--- src/rtl/sd_cmd_tx_if.sv ---
// Sequencer-side handshake of the SD CMD-line transmitter.
// Signal names keep the original port names so existing connections map one-to-one.
interface sd_cmd_tx_if;
  logic        start_i;
  logic        ready_o;
  logic [5:0]  cmd_index_i;
  logic [31:0] cmd_arg_i;
  logic        done_o;

  modport master (
    output start_i, cmd_index_i, cmd_arg_i,
    input  ready_o, done_o
  );

  modport slave (
    input  start_i, cmd_index_i, cmd_arg_i,
    output ready_o, done_o
  );
endinterface

--- src/rtl/sd_cmd_tx.sv ---
// SD CMD-line transmitter: serialises one 48-bit command frame with on-the-fly CRC7.
// Optional Ncc gap after the frame: define SD_CMD_TX_NCC_GAP_EN.
module sd_cmd_tx #(
  parameter int unsigned FRAME_BITS = 48
) (
  input  logic       clk_i,
  input  logic       rst_i,
  input  logic       sd_clk_en_i,
  sd_cmd_tx_if.slave seq,
  output logic       cmd_o,
  output logic       cmd_oe_o
);

  localparam int unsigned CW = $clog2(FRAME_BITS);
`ifdef SD_CMD_TX_NCC_GAP_EN
  localparam int unsigned NCC_EDGES = 8;
  typedef enum logic [1:0] {IDLE, SHIFT, GAP} state_t;
`else
  typedef enum logic [1:0] {IDLE, SHIFT} state_t;
`endif

  state_t        state, state_d;
  logic [CW-1:0] cnt, cnt_d;
  logic [39:0]   hdr, hdr_d;
  logic [6:0]    crc, crc_d;
  logic          tail, tail_d;
  logic          cmd_d, oe_d, done_q, done_d;
  logic          accept;

  function automatic logic [6:0] crc7_step(input logic [6:0] c, input logic b);
    logic fb;
    fb = b ^ c[6];
    return {c[5:0], 1'b0} ^ (fb ? 7'h09 : 7'h00);
  endfunction

  assign accept      = seq.start_i && (state == IDLE);
  assign seq.ready_o = (state == IDLE);
  assign seq.done_o  = done_q;

  always_ff @(posedge clk_i) begin
    if (rst_i) state <= IDLE;
    else       state <= state_d;
  end

  // tail marks that bit0 is on the line; the next enabled edge releases it.
  always_comb begin
    state_d = state;
    case (state)
      IDLE:  if (accept) state_d = SHIFT;
      SHIFT: if (sd_clk_en_i && tail) begin
`ifdef SD_CMD_TX_NCC_GAP_EN
        state_d = GAP;
`else
        state_d = IDLE;
`endif
      end
`ifdef SD_CMD_TX_NCC_GAP_EN
      GAP:   if (sd_clk_en_i && (cnt == '0)) state_d = IDLE;
`endif
      default: state_d = IDLE;
    endcase
  end

  always_comb begin
    cnt_d  = cnt;
    hdr_d  = hdr;
    crc_d  = crc;
    tail_d = tail;
    cmd_d  = cmd_o;
    oe_d   = cmd_oe_o;
    done_d = 1'b0;
    case (state)
      IDLE: begin
        if (accept) begin
          hdr_d  = {2'b01, seq.cmd_index_i, seq.cmd_arg_i};
          crc_d  = '0;
          cnt_d  = CW'(FRAME_BITS - 1);
          tail_d = 1'b0;
        end
      end
      SHIFT: begin
        if (sd_clk_en_i) begin
          if (tail) begin
            oe_d   = 1'b0;
            cmd_d  = 1'b1;
            tail_d = 1'b0;
`ifdef SD_CMD_TX_NCC_GAP_EN
            cnt_d  = CW'(NCC_EDGES - 1);
`else
            done_d = 1'b1;
`endif
          end else begin
            oe_d = 1'b1;
            if (cnt >= CW'(8)) begin
              // Header bits feed the CRC as they leave; CRC then shifts out frozen.
              cmd_d = hdr[39];
              hdr_d = {hdr[38:0], 1'b0};
              crc_d = crc7_step(crc, hdr[39]);
            end else if (cnt != '0) begin
              cmd_d = crc[6];
              crc_d = {crc[5:0], 1'b0};
            end else begin
              cmd_d  = 1'b1;
              tail_d = 1'b1;
            end
            if (cnt != '0) cnt_d = cnt - CW'(1);
          end
        end
      end
`ifdef SD_CMD_TX_NCC_GAP_EN
      GAP: begin
        if (sd_clk_en_i) begin
          if (cnt == '0) done_d = 1'b1;
          else           cnt_d  = cnt - CW'(1);
        end
      end
`endif
      default: ;
    endcase
  end

  always_ff @(posedge clk_i) begin
    if (rst_i) begin
      cnt      <= '0;
      hdr      <= '0;
      crc      <= '0;
      tail     <= 1'b0;
      cmd_o    <= 1'b1;
      cmd_oe_o <= 1'b0;
      done_q   <= 1'b0;
    end else begin
      cnt      <= cnt_d;
      hdr      <= hdr_d;
      crc      <= crc_d;
      tail     <= tail_d;
      cmd_o    <= cmd_d;
      cmd_oe_o <= oe_d;
      done_q   <= done_d;
    end
  end

endmodule

--- src/flat_wrapper.sv ---
// flat-port wrapper written by rule: the top's interface ports become plain ports
module sd_cmd_tx_flat 
#(
  parameter int unsigned FRAME_BITS = 48
)
  (clk_i, rst_i, sd_clk_en_i, cmd_o, cmd_oe_o, seq_start_i, seq_cmd_index_i, seq_cmd_arg_i, seq_ready_o, seq_done_o);
  sd_cmd_tx_if seq_i ();
  input  logic clk_i;
  input  logic rst_i;
  input  logic sd_clk_en_i;
  output logic cmd_o;
  output logic cmd_oe_o;
  input wire logic [$bits(seq_i.start_i)-1:0] seq_start_i;
  input wire logic [$bits(seq_i.cmd_index_i)-1:0] seq_cmd_index_i;
  input wire logic [$bits(seq_i.cmd_arg_i)-1:0] seq_cmd_arg_i;
  output wire logic [$bits(seq_i.ready_o)-1:0] seq_ready_o;
  output wire logic [$bits(seq_i.done_o)-1:0] seq_done_o;
  assign seq_i.start_i = seq_start_i;
  assign seq_i.cmd_index_i = seq_cmd_index_i;
  assign seq_i.cmd_arg_i = seq_cmd_arg_i;
  assign seq_ready_o = seq_i.ready_o;
  assign seq_done_o = seq_i.done_o;
  sd_cmd_tx #(.FRAME_BITS(FRAME_BITS)) u_core (.clk_i(clk_i), .rst_i(rst_i), .sd_clk_en_i(sd_clk_en_i), .seq(seq_i), .cmd_o(cmd_o), .cmd_oe_o(cmd_oe_o));
endmodule
--- config.mk ---
export PLATFORM = sky130hd
export DESIGN_NAME = sd_cmd_tx_flat
export DESIGN_NICKNAME = d
export VERILOG_FILES = /design/src/rtl/sd_cmd_tx_if.sv /design/src/rtl/sd_cmd_tx.sv /design/src/flat_wrapper.sv
export SDC_FILE = /design/constraint.sdc
export NUM_CORES = 1
export LEC_CHECK = 0
export ABC_AREA = 1
export CAP_MARGIN = 20
export CORE_ASPECT_RATIO = 0.7
export CORE_UTILIZATION = 37
export DETAILED_ROUTE_END_ITERATION = 16
export PLACE_DENSITY = 0.6
export SYNTH_ARGS = -nofsm -noshare
export SYNTH_HDL_FRONTEND = slang
export SYNTH_SLANG_ARGS = --single-unit
export TNS_END_PERCENT = 1
--- constraint.sdc ---
create_clock -name clk_i -period 2 [get_ports clk_i]
set_input_delay 0.4 -clock clk_i [delete_from_list [all_inputs] [get_ports clk_i]]
set_output_delay 0.4 -clock clk_i [all_outputs]
set_load 0.005 [all_outputs]
==> results.py, run 1 <==
metrics = {
    "clocking": {
        "cts_made_buffers": 9,
        "ctsResizeCount": 0,
        "path_clk_slew_ns": 0.06,
        "holdBufCountCts": 0,
        "clock-sinks": 58,
        "htreeDepth": 3,
        "worstSkewPairLatency_ns": 0.34,
        "postCtsSetupRepairBufs": 0,
        "cts_buffer_depth": 2,
        "cts_tree": "done",
        "clockRootBuffer": "clkbuf_8",
    },
    "critical_path": {
        "crit_required_ns": 1.60,
        "endpoint_kind": "primary output",
        "start_kind": "flip-flop",
        "crit_arrival_ns": 1.40,
        "cp.depth": 2,
        "ff2ff_path_depth": 7,
        "critPathKind": "reg -> out",
        "critPathBufInv": 2,
        "slowest_stage": "clkdlybuf4s50_1",
        "crit_chain": "clkinv_1 -> clkdlybuf4s50_1",
        "cp_max_fo": 4,
        "cpPeakStageDelay_ns": 0.49,
        "cpLargestDelayFamily": "buffers and inverters",
    },
    "pwr": {
        "power.density_nw_per_um2": 912,
        "ir_worst_vdd_mv": 0.470,
        "p_leak_uw": 0.00163,
    },
    "detailed_routing": {
        "drt_iter0_drc": 157,
        "vias_per_cell": 4.55,
        "wire_per_inst_um": 11.0,
        "drc_errors": 0,
        "final_antenna_net_count": 0,
        "vias": 2637,
        "drt_wl_total_mm": 6.38,
        "drtPass1Iterations": 6,
    },
    "cells_and_area": {
        "nets": 520,
        "fin_cells": 579,
        "diodes": 0,
        "areaGrowthSynthToFinish_pct": 27.4,
        "drive_gt1_frac": 0.0811,
    },
    "timing": {
        "post-route-period-util": 0.901,
        "max_slew.worst_pin.slew_ns": 0.438,
        "tns_ns": 0,
        "max_freq_ghz": 0.555,
        "slew_viol_final": 0,
        "fin_skew_ns": 0.00412,
        "grt_setup_unrepaired": "false",
        "hold_viol": 0,
        "finalSetupViolCount": 0,
        "slew_headroom": 0.706,
        "fin_crit_ns": 1.80,
    },
    "flow_run": {
        "drv_cap": 0,
    },
    "synth": {
        "ys_warn_count": 0,
        "synth-edff-count": 0,
        "yosys.area.top_type": "dfxtp_1",
        "synthesis.area_um2": 2780,
        "ys_top_cells_by_area": "dfxtp_1, nand2_1, nor2_1",
        "syn-num-nets": 479,
        "ys_types": 26,
        "syn_inst": 435,
        "async_flop_share": 0,
        "yosysSeqAreaShare": 0.418,
        "ys.flop_type": "dfxtp_1",
        "ys_seq_elements": 58,
        "yosysTopAreaCellShare": 0.418,
        "avgSynthCellArea_um2": 6.39,
    },
    "global_route": {
        "grt_pass1_vias": 2400,
        "grt_pass1_wl_mm": 10.8,
        "grt_usage": 0.179,
        "grt_max_degree": 44,
        "grt_overflow_total": 0,
        "antenna_found_initial": 0,
    },
    "die": {
        "die-width_um": 106,
        "coreArea_um2": 7290,
        "placementRows": 26,
        "initial_utilization": 0.382,
        "die_h_um": 74.5,
        "io_pins": 46,
        "die_area_um2": 7870,
    },
    "run_status": {
        "status": "complete, no violations",
    },
    "placement": {
        "placed_cells": 563,
        "place_congestion": 0.746,
        "dp_hpwl_mm": 4.02,
        "io_buffers": 45,
    },
    "worst_hold_path": {
        "hold_class": "reg -> reg",
        "whs_path_depth": 1,
    },
}
-- cells in the mapped netlist, types with 3 or more instances --
master,n
nand2_1,156
nor2_1,91
dfxtp_1,58
o21ai_0,39
inv_1,18
o21ai_1,12
a21oi_1,10
buf_2,9
nand3_1,8
clkbuf_1,6
buf_4,4
buf_6,3
nor2_2,3
-- logic make-up after synthesis --
| logic type | after synthesis | synth area share |
|---|---|---|
| and+or+nand+nor | 266 | 0.378 |
| AOI/OAI and AO/OA | 63 | 0.116 |
| DFF | 58 | 0.418 |
| buffers and inverters | 46 | 0.0801 |
| adders and majority gates | 2 | 0.00900 |
-- metal layers --
layer | part of all wire | up-vias | track usage | routed length [um]
met5 | 0 | - | 0 | 0
met3 | 0.056 | 6 | 0.0684 | 355
met2 | 0.42 | 54 | 0.288 | 2660
met1 | 0.52 | 1151 | 0.223 | 3300
met4 | 0.011 | 0 | 0.0602 | 68
li1 | - | 1426 | - | -
-- through the flow --
stage          setup WS (ns)  hold WS, ns   util  cell area (um2)  power, uW
6_report               0.198        0.448  0.486             3540       3230
5_1_grt                0.127        0.471  0.486             3540       3440
3_3_place_gp           0.117        0.437  0.456             3320       2050
3_5_place_dp          0.0605        0.444  0.456             3320       2050
2_1_floorplan          0.683        0.422      -             2780       1840
4_1_cts                0.177        0.453  0.486             3540       3260
-- cell type report --
type / instances / area, um2
Clock buffer: 10 / 138
Clock inverter: 6 / 80.1
Fill cell: 731 / 3750
Inverter: 21 / 78.8
Multi-Input combinational cell: 331 / 1400
Sequential cell: 58 / 1160
Tap cell: 98 / 123
Timing Repair Buffer: 55 / 563
-- power breakdown --
group	switching (uW)	total, uW	internal (uW)
sequential	75.2	1370	1290
clock	471	1200	726
combinational	379	666	287
-- registers in the layout (all words and copies together), names as in the netlist --
| signal | count |
|---|---|
| u_core.cnt | 6 |
| u_core.hdr | 40 |
| u_core.state | 1 |
| u_core.crc | 7 |
| u_core.cmd_o | 1 |
| u_core.seq.done_o | 1 |
| u_core.cmd_oe_o | 1 |
| u_core.tail | 1 |
-- worst paths after layout --
kind,endpoint,slack [ns],from
worst max-delay path,seq_ready_o,0.20,u_core.state[0]
worst min-delay path,u_core.cnt[0],0.45,u_core.cnt[0]
worst max register to register,u_core.crc[5],0.47,u_core.state[0]
worst min register to register,u_core.cnt[0],0.45,u_core.cnt[0]
-- cell usage in the layout (no fill, tap or decap), drive strengths merged --
cell type      count
a21oi             10
buf               10
bufinv             2
clkbuf            10
clkdlybuf4s50     45
clkinv             5
dfxtp             58
ha                 2
inv               20
nand2            160
nand3              8
nand4              1
nor2              95
nor3               1
o211ai             1
o21ai             52
or2                1
Power figures use the tool's default switching activity.
==> run 2: changes to the inputs <==
Settings changed: DONT_BUFFER_PORTS set to 1, PLACE_DENSITY 0.6 to 0.52.
==> run 2 against run 1 <==
Core utilization shrank 6.7 points. Register-to-register slack lost 0.11 ns. Final cell count shrank 7.8%. Total power shrank 4.2%. Critical path depth grew 1. Combinational power shrank 18%. Sequential share of layout area grew 5.2 points. Non-clock buffer count shrank 45. First-iteration DRC count shrank 29%. Die area is the same. Global-route usage shrank 0.91 points.
==> results.py, run 2 (synthesis gave the netlist of run 1 again) <==
metrics = {
    "run_status": {
        "status": "complete, no violations",
    },
    "global_route": {
        "grt_pass1_vias": 2265,
        "antenna_found_initial": 0,
        "grt_overflow_total": 0,
        "grt_usage": 0.170,
        "grt_max_degree": 41,
        "grt_pass1_wl_mm": 10.3,
    },
    "pwr": {
        "p_clk_frac": 0.381,
        "swShare": 0.285,
        "p_seq_frac": 0.444,
        "p_comb_frac": 0.176,
        "ir_worst_vdd_mv": 0.334,
        "p_int_uw": 2210,
        "power_switching_uw": 882,
        "power.density_nw_per_um2": 1010,
        "p_leak_uw": 0.00144,
    },
    "cells_and_area": {
        "drive_gt1_frac": 0.0894,
        "diodes": 0,
        "fin_area_um2": 3050,
        "fill_cells": 824,
        "largest_registers": "u_core.hdr: 40 flops, u_core.crc: 7 flops, u_core.cnt: 6 flops",
        "areaGrowthSynthToFinish_pct": 9.81,
        "mostFrequentLayoutCell": "nand2_1",
        "final_cell_mix": "nand2_1, nor2_1, dfxtp_1, o21ai_0, inv_1",
        "largest-register": "u_core.hdr",
        "largest_reg_flops": 40,
        "fin_cells": 534,
        "nets": 475,
    },
    "critical_path": {
        "critPathKind": "reg -> out",
        "slowest_stage": "dfxtp_2",
        "crit_required_ns": 1.60,
        "cpPeakStageDelay_ns": 0.52,
        "endpoint_kind": "primary output",
        "cpLargestDelayFamily": "flip-flops",
        "crit_chain": "clkinv_1 -> buf_4 -> buf_4",
        "start_kind": "flip-flop",
        "cp_common_cell": "buf_4",
        "critPathBufInv": 3,
        "cp_max_fo": 15,
        "crit_arrival_ns": 1.34,
    },
    "detailed_routing": {
        "drtPass1Iterations": 4,
        "drt_iter0_drc": 111,
        "vias": 2458,
        "drt_wl_total_mm": 6.21,
        "vias_per_cell": 4.60,
        "wire_per_inst_um": 11.6,
        "final_antenna_net_count": 0,
        "drc_errors": 0,
    },
    "timing": {
        "fin_skew_ns": 0.00821,
        "layout_setup_ws_ns": 0.258,
        "post-route-period-util": 0.871,
        "hold_viol": 0,
        "slew_viol_final": 0,
        "tns_ns": 0,
        "grt_setup_unrepaired": "false",
        "finalSetupViolCount": 0,
        "slew_headroom": 0.675,
        "fin_crit_ns": 1.74,
        "max_slew.worst_pin.slew_ns": 0.484,
        "max_freq_ghz": 0.574,
    },
    "clocking": {
        "clock-sinks": 58,
        "htreeDepth": 3,
        "worstSkewPairLatency_ns": 0.33,
        "path_clk_slew_ns": 0.06,
        "cts_made_buffers": 9,
        "cts_buffer_depth": 2,
        "cts_tree": "done",
        "ctsResizeCount": 0,
        "postCtsSetupRepairBufs": 0,
        "holdBufCountCts": 0,
        "clockRootBuffer": "clkbuf_8",
    },
    "worst_hold_path": {
        "hold_class": "in -> reg",
    },
    "die": {
        "die-width_um": 106,
        "initial_utilization": 0.382,
        "die_h_um": 74.5,
        "io_pins": 46,
        "coreArea_um2": 7290,
        "placementRows": 26,
        "die_area_um2": 7870,
    },
    "flow_run": {
        "drv_cap": 0,
    },
    "placement": {
        "io_buffers": 0,
        "place_congestion": 0.753,
        "dp_hpwl_mm": 4.05,
        "dpl-instance-area_um2": 2840,
        "placed_cells": 518,
        "dp_slack_ns": 0.375,
    },
}
[run 2: power by group through the flow]
stage                     clock network [uW]  logic, uW  registers, uW
after floorplan                            0        471           1370
after global placement                     0        543           1390
after detailed placement                   0        546           1400
after CTS                               1230        548           1370
after global routing                    1280        640           1390
final                                   1180        543           1370
[run 2: area by class of cell]
class	count	area [um2]	area share
multi-input cells	331	1400	0.457
flip-flops and latches	58	1160	0.381
clock buffers	10	138	0.0451
well taps	98	123	0.0402
clock inverters	6	80.1	0.0262
inverters	21	78.8	0.0258
repair buffers	10	75.1	0.0246
[run 2: worst reg2reg max path, stage by stage, from the launching register on]
cell and delay (ns):
dfxtp_2 0.52, nand2_4 0.10, nor2_4 0.11, inv_1 0.05, nand2_2 0.08, nand2_4 0.05
inv_2 0.19, buf_4 0.25, nand2_1 0.07, o21ai_1 0.07, nor2_1 0.04
[run 2: routing by layer]
metal	vias up	GRT usage	part of all wire
li1	1341	-	-
met1	1067	0.222	0.55
met2	48	0.256	0.39
met3	2	0.0570	0.056
met4	0	0.0787	0.0047
met5	-	0	0
[run 2: path summary, 6_finish.rpt]
path         cells past startpoint  slack (ns)             end            start
max                              3        0.26     seq_ready_o  u_core.state[0]
min                              1        0.13   u_core.cnt[3]            rst_i
max reg2reg                     10        0.36  u_core.hdr[39]  u_core.state[0]
min reg2reg                      1        0.46   u_core.cnt[0]    u_core.cnt[0]
[run 2: metrics by stage]
step / total power (uW) / hold WS (ns) / utilization
final: 3090 / 0.134 / 0.419
after floorplan: 1840 / 0.422 / -
after global routing: 3310 / 0.106 / 0.419
after CTS: 3150 / 0.105 / 0.419
after detailed placement: 1940 / 0.447 / 0.389
after global placement: 1940 / 0.442 / 0.389
==> run 3: changes to the inputs <==
Settings changed: GPL_TIMING_DRIVEN set to 0, SLEW_MARGIN set to 20.
==> run 3 against run 2 <==
Final cell count up 2.2%. Global-route usage up 0.32 points. Sequential cell count did not move. Highest routed layer unchanged.
==> results.py, run 3 (synthesis gave the netlist of run 1 again) <==
metrics = {
    "run_status": {
        "status": "complete, no violations",
    },
    "cells_and_area": {
        "final_cell_mix": "nand2_1, nor2_1, dfxtp_1, o21ai_0, inv_1",
        "largest-register": "u_core.hdr",
        "mostFrequentLayoutCell": "nand2_1",
        "areaGrowthSynthToFinish_pct": 10.1,
        "fin_cells": 546,
        "nets": 490,
        "drive_gt1_frac": 0.0893,
        "fill_cells": 795,
        "diodes": 0,
        "largest_reg_flops": 40,
        "largest_registers": "u_core.hdr: 40 flops, u_core.crc: 7 flops, u_core.cnt: 6 flops",
    },
    "worst_hold_path": {
        "whs_path_depth": 1,
        "hold_path_end": "u_core.cnt[2]",
        "min-delay-start": "rst_i",
        "hold_class": "in -> reg",
    },
    "clocking": {
        "cts_buffer_depth": 2,
        "clock-sinks": 58,
        "holdBufCountCts": 0,
        "worstSkewPairLatency_ns": 0.33,
        "cts_tree": "done",
        "ctsResizeCount": 0,
        "postCtsSetupRepairBufs": 0,
        "clockRootBuffer": "clkbuf_8",
        "cts_made_buffers": 9,
        "htreeDepth": 3,
        "path_clk_slew_ns": 0.06,
    },
    "timing": {
        "fin_crit_ns": 1.67,
        "grt_setup_unrepaired": "false",
        "tns_ns": 0,
        "hold_viol": 0,
        "slew_headroom": 0.657,
        "max_freq_ghz": 0.600,
        "post-route-period-util": 0.833,
        "layout_setup_ws_ns": 0.334,
        "max_slew.worst_pin.slew_ns": 0.514,
        "slew_viol_final": 0,
        "finalSetupViolCount": 0,
        "fin_skew_ns": 0.00944,
    },
    "critical_path": {
        "reg2reg_to": "u_core.crc[0]",
        "crit_start": "u_core.state[0]",
        "endpoint_kind": "primary output",
        "crit_arrival_ns": 1.27,
        "r2r_setup_slack_ns": 0.42,
        "start_kind": "flip-flop",
        "critPathKind": "reg -> out",
        "cp_max_fo": 10,
        "crit_required_ns": 1.60,
        "ff2ff_path_depth": 9,
        "r2r-start": "u_core.cnt[0]",
    },
    "detailed_routing": {
        "vias_per_cell": 4.60,
        "drtPass1Iterations": 4,
        "vias": 2509,
        "final_antenna_net_count": 0,
        "drc_errors": 0,
        "met3WireLength_um": 424,
        "route.met2.wl_mm": 2.43,
        "drt_wl_total_mm": 6.44,
        "top_layer_used": "met4",
        "drt_iter0_drc": 102,
        "wire_per_inst_um": 11.8,
        "wl_met1_mm": 3.49,
    },
    "pwr": {
        "power_switching_uw": 857,
        "power.density_nw_per_um2": 934,
        "p_leak_uw": 0.00145,
        "p_clk_frac": 0.319,
        "p_int_uw": 2000,
        "p_comb_frac": 0.203,
        "ir_worst_vdd_mv": 0.295,
        "p_seq_frac": 0.478,
        "swShare": 0.300,
    },
    "global_route": {
        "grt_pass1_vias": 2114,
        "grt_pass1_wl_mm": 10.4,
        "grt_overflow_total": 0,
        "grt_max_degree": 11,
        "grt_usage": 0.173,
        "antenna_found_initial": 0,
    },
    "die": {
        "initial_utilization": 0.382,
        "die_area_um2": 7870,
        "placementRows": 26,
        "io_pins": 46,
        "coreArea_um2": 7290,
        "die_h_um": 74.5,
        "die-width_um": 106,
    },
    "placement": {
        "io_buffers": 0,
        "dp_hpwl_mm": 4.55,
        "place_congestion": 0.746,
        "placed_cells": 533,
        "dp_slack_ns": 0.471,
    },
    "flow_run": {
        "drv_cap": 0,
    },
}
[run 3: cell count changes in the layout (fill, tap and decap cells not counted), sizes merged]
cell	before	now
bufinv	2	0
buf	10	18
clkinv	5	1
clkbuf	10	20
[run 3: layer usage]
metal	up-vias	track usage
li1	1366	-
met1	1085	0.245
met2	49	0.230
met3	9	0.0727
met4	0	0.0648
met5	-	0
[run 3: worst max-delay path, cell delays in order, from the launching register on]
cell	delay, ns
dfxtp_1	0.33
buf_6	0.14
clkinv_1	0.19
buf_2	0.27
[run 3: power by group through the flow]
stage	Combinational [uW]	Sequential, uW	Clock (uW)
final	581	1370	912
after CTS	585	1370	951
after global placement	580	1390	0
after global routing	680	1380	997
after detailed placement	581	1390	0
after floorplan	471	1370	0
[run 3: final cells by class]
type,count,area (um2),share of cell area
Clock buffer,13,159,0.0519
Tap cell,98,123,0.0400
Multi-Input combinational cell,331,1400,0.456
Inverter,21,78.8,0.0257
Buffer,25,144,0.0470
Sequential cell,58,1160,0.379
[run 3: how the worst max path moves through the flow]
stage	slack, ns	end
CTS	0.31	seq_ready_o
global route	0.26	seq_ready_o
finish	0.33	seq_ready_o
floorplan	0.68	u_core.crc[0]
detailed placement	0.47	u_core.crc[0]
global placement	0.44	u_core.crc[0]
[run 3: stage by stage]
stage	hold slack, ns	power [uW]	area [um2]	util
3_3_place_gp	0.439	1970	2900	0.398
5_1_grt	0.107	3060	3060	0.420
3_5_place_dp	0.445	1970	2900	0.398
2_1_floorplan	0.422	1840	2780	-
4_1_cts	0.108	2900	3060	0.420
6_report	0.125	2860	3060	0.420
